## config.mk

```make
export PLATFORM = sky130hd
export DESIGN_NAME = lsu_mem_ctrl
export DESIGN_NICKNAME = d
export VERILOG_FILES = /design/src/rtl/lsu_mem_ctrl.sv
export SDC_FILE = /design/constraint.sdc
export NUM_CORES = 1
export LEC_CHECK = 0
export CAP_MARGIN = 5
export CORE_MARGIN = 4
export CORE_UTILIZATION = 35
export CTS_BUF_LIST = sky130_fd_sc_hd__clkbuf_2
export CTS_CLUSTER_SIZE = 24
export DETAILED_ROUTE_END_ITERATION = 6
export PLACE_DENSITY = 0.71
export SETUP_SLACK_MARGIN = 0.05
export SYNTH_ARGS = -nofsm -noshare
export SYNTH_HDL_FRONTEND = slang
export SYNTH_SLANG_ARGS = --single-unit
```

## constraint.sdc

```tcl
create_clock -name clk -period 2.2 [get_ports clk]
set_input_delay 0.44 -clock clk [delete_from_list [all_inputs] [get_ports clk]]
set_output_delay 0.44 -clock clk [all_outputs]
set_load 0.05 [all_outputs]
```

## src/rtl/lsu_mem_ctrl.sv

```systemverilog
// -----------------------------------------------------------------------------
// lsu_mem_ctrl
// Load/store access controller between the EX/MEM stage and the data-memory
// bus (req/gnt/rvalid). It builds byte enables, replicates store data across
// lanes, extracts and sign/zero-extends load data, holds the pipeline with
// ldst_stall until the access completes, and reports misaligned accesses and
// bus errors/timeouts as one-cycle exception pulses.
//
// Ports
//   clk, rst_n        core clock, asynchronous active-low reset
//   ex_*              access request from EX/MEM, held stable while ldst_stall=1
//   data_req_o ..     bus request channel (addr/we/be/wdata valid with req)
//   data_gnt_i        bus accepted the request
//   data_rvalid_i     response valid, with data_rdata_i / data_err_i
//   ldst_stall        pipeline freeze, released combinationally on completion
//   lsu_rvalid/rdata  extended load result, one-cycle pulse
//   misaligned_exc    one-cycle pulse: misaligned address or illegal size
//   bus_err_exc       one-cycle pulse: bus error response or timeout
//   exc_addr          faulting byte address, valid with either pulse
//   fsm_state         current controller state (0=IDLE,1=WAIT_GNT,2=WAIT_RSP)
//
// Bus handshake: the request is transferred in the cycle where data_req_o and
// data_gnt_i are both 1; address/we/be/wdata stay stable from the first req
// cycle until that transfer. The response is taken in the first cycle
// data_rvalid_i=1 while waiting for it; data_err_i only means anything when
// data_rvalid_i=1. Responses or grants seen in IDLE are ignored.
// -----------------------------------------------------------------------------
module lsu_mem_ctrl #(
  parameter int TIMEOUT = 255
) (
  input  logic        clk,
  input  logic        rst_n,
  input  logic        ex_valid,
  input  logic        ex_we,
  input  logic [1:0]  ex_size,
  input  logic        ex_unsigned,
  input  logic [31:0] ex_addr,
  input  logic [31:0] ex_wdata,
  output logic        data_req_o,
  output logic [31:0] data_addr_o,
  output logic        data_we_o,
  output logic [3:0]  data_be_o,
  output logic [31:0] data_wdata_o,
  input  logic        data_gnt_i,
  input  logic        data_rvalid_i,
  input  logic [31:0] data_rdata_i,
  input  logic        data_err_i,
  output logic        ldst_stall,
  output logic [31:0] lsu_rdata,
  output logic        lsu_rvalid,
  output logic        misaligned_exc,
  output logic        bus_err_exc,
  output logic [31:0] exc_addr,
  output logic [1:0]  fsm_state
);

  typedef enum logic [1:0] {
    IDLE     = 2'd0,
    WAIT_GNT = 2'd1,
    WAIT_RSP = 2'd2
  } state_t;

  state_t      state;
  logic [7:0]  cnt;
  logic        uns_q;
  logic [1:0]  size_q;
  logic [31:0] addr_q;

  logic        illegal;
  logic        accept;
  logic        timeout_hit;
  logic [3:0]  be_next;
  logic [31:0] wdata_next;
  logic [7:0]  byte_sel;
  logic [15:0] half_sel;
  logic [31:0] rdata_ext;

  always_comb begin
    illegal = (ex_size == 2'b11) ||
              ((ex_size == 2'b01) && ex_addr[0]) ||
              ((ex_size == 2'b10) && (ex_addr[1:0] != 2'b00));
    accept  = (state == IDLE) && ex_valid && !illegal;
    // Counter is only meaningful while an access is outstanding.
    timeout_hit = (state != IDLE) && (cnt == 8'(TIMEOUT - 1));
    // Stall drops in the completing or aborting cycle so the pipeline
    // advances in step with the FSM returning to IDLE.
    ldst_stall = accept ||
                 ((state == WAIT_GNT) && !timeout_hit) ||
                 ((state == WAIT_RSP) && !data_rvalid_i && !timeout_hit);
    data_req_o  = (state == WAIT_GNT);
    data_addr_o = {addr_q[31:2], 2'b00};
    fsm_state   = state;
  end

  always_comb begin
    be_next    = 4'b1111;
    wdata_next = ex_wdata;
    case (ex_size)
      2'b00: begin
        be_next    = 4'b0001 << ex_addr[1:0];
        wdata_next = {4{ex_wdata[7:0]}};
      end
      2'b01: begin
        be_next    = 4'b0011 << ex_addr[1:0];
        wdata_next = {2{ex_wdata[15:0]}};
      end
      default: ;
    endcase
  end

  always_comb begin
    case (addr_q[1:0])
      2'd0:    byte_sel = data_rdata_i[7:0];
      2'd1:    byte_sel = data_rdata_i[15:8];
      2'd2:    byte_sel = data_rdata_i[23:16];
      default: byte_sel = data_rdata_i[31:24];
    endcase
    half_sel = addr_q[1] ? data_rdata_i[31:16] : data_rdata_i[15:0];
    case (size_q)
      2'b00:   rdata_ext = uns_q ? {24'b0, byte_sel} : {{24{byte_sel[7]}}, byte_sel};
      2'b01:   rdata_ext = uns_q ? {16'b0, half_sel} : {{16{half_sel[15]}}, half_sel};
      default: rdata_ext = data_rdata_i;
    endcase
  end

  always_ff @(posedge clk or negedge rst_n) begin
    if (!rst_n) begin
      state          <= IDLE;
      cnt            <= 8'd0;
      uns_q          <= 1'b0;
      size_q         <= 2'b00;
      addr_q         <= 32'd0;
      data_we_o      <= 1'b0;
      data_be_o      <= 4'b0000;
      data_wdata_o   <= 32'd0;
      lsu_rdata      <= 32'd0;
      lsu_rvalid     <= 1'b0;
      misaligned_exc <= 1'b0;
      bus_err_exc    <= 1'b0;
      exc_addr       <= 32'd0;
    end else begin
      lsu_rvalid     <= 1'b0;
      misaligned_exc <= 1'b0;
      bus_err_exc    <= 1'b0;
      case (state)
        IDLE: begin
          if (ex_valid) begin
            if (illegal) begin
              misaligned_exc <= 1'b1;
              exc_addr       <= ex_addr;
            end else begin
              uns_q        <= ex_unsigned;
              size_q       <= ex_size;
              addr_q       <= ex_addr;
              data_we_o    <= ex_we;
              data_be_o    <= be_next;
              data_wdata_o <= wdata_next;
              cnt          <= 8'd0;
              state        <= WAIT_GNT;
            end
          end
        end
        WAIT_GNT: begin
          cnt <= cnt + 8'd1;
          // A grant in the timeout cycle does not count as completion.
          if (timeout_hit) begin
            state       <= IDLE;
            bus_err_exc <= 1'b1;
            exc_addr    <= addr_q;
          end else if (data_gnt_i) begin
            state <= WAIT_RSP;
          end
        end
        WAIT_RSP: begin
          cnt <= cnt + 8'd1;
          // A response in the timeout cycle still completes the access.
          if (data_rvalid_i) begin
            state <= IDLE;
            if (data_err_i) begin
              bus_err_exc <= 1'b1;
              exc_addr    <= addr_q;
            end else if (!data_we_o) begin
              lsu_rvalid <= 1'b1;
              lsu_rdata  <= rdata_ext;
            end
          end else if (timeout_hit) begin
            state       <= IDLE;
            bus_err_exc <= 1'b1;
            exc_addr    <= addr_q;
          end
        end
        default: state <= IDLE;
      endcase
    end
  end

endmodule

```

==> reports/results.ini <==
[logic_synthesis]
synth_edf_count = 0
syn_area_sq_um = 8500
ys.flop_type = dfrtp_1
yosysUniqueCellTypes = 54
synth-seq-area-share_pct = 43.9
async_flop_share_pct = 100
synth.avg_cell_area_sq_um = 9.61
syn-instance-count = 885
synth_top_area_cell = dfrtp_1
synth.most_common_cell = dfrtp_1
synth_seq_cells = 149
synth_warnings = 0
synth_area_leaders = dfrtp_1, mux2_2, o211ai_2
synth_top_cell_area_share_pct = 43.9
synth_commonest_cells = dfrtp_1, nand2_1, a21oi_1, clkbuf_1, o21ai_0

[outcome]
status = finished with violations
violations = negative setup slack

[layout]
nets = 1203
drive_gt1_share_pct = 29.5
area_delta_synth_final_pct = 37.2
fillers = 2237
fin_util_pct = 49.3

[pwr]
vdd_drop_max_uv = 608
powerDensity_nw_per_um2 = 1620
power.leakage_nw = 4.97

[grt]
grt_use_total_pct = 19.8
grt_overflow = 0
grt_pass1_vias = 7855
antenna_found_initial = 1
grt_pass1_wl_mm = 42.6
grt_max_degree = 72

[sta]
post-route-period-util_pct = 121
timing.fmax_mhz = 376
worstMarginPinSlew_ns = 0.977
relSlewSlack_pct = 34.7
rsz0062_at_grt = yes
slew_violations = 0
fin_crit_ns = 2.66
hold_viol = 0
holdWs_ns = 0.211
setup_viol_count_final = 2
finalClockSkew_ns = 0.0537
postLayoutSetupSlackWorst_ns = -0.459

[routing]
vias_per_cell = 5.50
wirelength_mm = 27.0
drtAntennaViolNets = 0
vias = 7835
wl_per_cell_microns = 18.9
drc = 0
drt_iter0_drc = 517
first_pass_iters = 5

[floorplanning]
core_area_sq_um = 23700
initial_core_util_pct = 35.9
die_w_microns = 164
row_count = 56
die_h_microns = 164
ios = 246
dieArea_sq_um = 26800

[cts]
path_clk_slew_ns = 0.27
htreeDepth = 4
cts_root_buf = clkbuf_2
cts_buffers = 17
numClockSinks = 149
clock_latency_ns = 0.73
cts_tree = yes
ctsLongestPathBuffers = 2

[critical_path]
rrSetupSlack_ns = 0.19
regToRegEndpoint = exc_addr[4]
worstPathRequired_ns = 1.76
cp-start-kind = flop
crit_path_end_kind = output port
crit_type = flop to output port
timing.rr.start = fsm_state[1]
ff2ff_path_depth = 7
critPathLaunch = fsm_state[1]
path_max_fanout = 4
critPathArrivalTime_ns = 2.22

[flow_run]
max_cap_violations = 0

[min_path]
hp-class = input pin to asynchronous set/reset pin

[placement]
portBuffers = 243
finalWeightedCongestion = 0.807
place_hpwl_mm = 18.6
dpl_worst_slack_ns = -0.256

==> per-stage QoR <==
step | total power [mW] | TNS, ns | area [sq um] | std cells
6_report | 18.9 | -0.692 | 11700 | 1424
5_1_grt | 20.0 | -1.01 | 11700 | 1423
4_1_cts | 19.1 | -0.839 | 11800 | 1420
3_5_place_dp | 17.6 | -12.94 | 11400 | 1386
3_3_place_gp | 17.4 | -8.66 | 11400 | 1386
2_1_floorplan | 13.6 | -0.0623 | 8540 | 886
==> final cells by class <==
cell class,instances,area (sq um),share of cell area (%)
clock buffer,18,90.1,0.772
inverter,14,52.6,0.450
clock inverter,14,199,1.70
tap,319,399,3.42
multi-input combinational,607,4200,36.0
antenna,2,5.00,0.0429
sequential,149,3730,32.0
timing repair buffer,301,2990,25.6
==> report_power, final <==
part | internal, mW | switching (mW) | total [mW] | leakage [nW]
Sequential | 3.97 | 1.01 | 4.98 | 1.86
Clock | 0.769 | 1.12 | 1.89 | 0.167
Combinational | 4.08 | 7.92 | 12.0 | 2.94
==> logic make-up after synthesis <==
| family | count (synthesis) | synth area share, % |
|---|---|---|
| AO/OA/AOI/OAI | 264 | 21.5 |
| adder cells (fa/ha/maj) | 7 | 1.03 |
| buffers and inverters | 130 | 7.65 |
| flip-flops | 149 | 43.9 |
| multiplexers | 72 | 9.29 |
| other | 1 | 0.0441 |
| AND/OR/NAND/NOR | 262 | 16.6 |
==> worst max-delay path, stage by stage, from the launching register on <==
cell      delay, ns
dfrtp_2        0.43
inv_2          0.05
ha_2           0.17
nand4b_1       0.19
or3_4          0.39
nand2_4        0.09
nand2_4        0.05
buf_12         0.15
==> flip-flops by register name, summed over array words and instances (netlist names) <==
signal	flops
addr_q	32
bus_err_exc	1
cnt	8
data_be_o	4
data_wdata_o	32
data_we_o	1
exc_addr	32
fsm_state	2
lsu_rdata	32
lsu_rvalid	1
misaligned_exc	1
size_q	2
uns_q	1
==> worst max path at each step <==
stage	endpoint
5_1_grt	ldst_stall
3_3_place_gp	exc_addr[3]
3_5_place_dp	exc_addr[24]
4_1_cts	ldst_stall
6_report	ldst_stall
2_1_floorplan	ldst_stall
==> repair_timing <==
item | 4_1_cts | 5_1_grt
endpoints found under the hold margin | 49 | 0
setup buffers | 1 | 2
gates resized for setup | 356 | 56
hold buffers | 1 | 0
endpoints found under the setup margin | 136 | 69
pin swaps | 0 | 1
==> metal layers <==
| layer | vias up | global-route usage (%) | wire length, microns |
|---|---|---|---|
| met2 | 287 | 32.7 | 13300 |
| li1 | 3639 | - | - |
| met4 | 0 | 5.11 | 407 |
| met1 | 3884 | 25.8 | 11400 |
| met3 | 25 | 5.17 | 1890 |
| met5 | - | 0 | 0 |
==> cells in the final DEF (no fill, tap or decap), types with 4 or more instances in the layout <==
cell type / synthesis / layout
dfrtp_1: 149 / 147
clkdlybuf4s50_1: 0 / 104
clkdlybuf4s15_2: 0 / 90
a21oi_1: 66 / 66
nand2_1: 67 / 65
o21ai_0: 65 / 65
clkbuf_2: 0 / 55
mux2_2: 45 / 45
a22oi_1: 44 / 44
buf_4: 32 / 43
nand3_1: 39 / 39
nand4_1: 35 / 35
nand2b_1: 34 / 34
or4_1: 32 / 32
o211ai_2: 27 / 27
mux2i_1: 26 / 26
nor2_1: 22 / 22
buf_12: 0 / 18
inv_1: 13 / 10
or3_1: 9 / 8
a21o_1: 8 / 8
nor2b_1: 8 / 8
a211o_1: 7 / 7
o21ba_2: 7 / 7
o211ai_1: 6 / 6
o31ai_1: 8 / 6
ha_1: 7 / 5
buf_2: 10 / 5
nor3_1: 4 / 4
and2_1: 4 / 4
bufinv_16: 0 / 4
No activity file was read; power rests on OpenSTA's default activity.
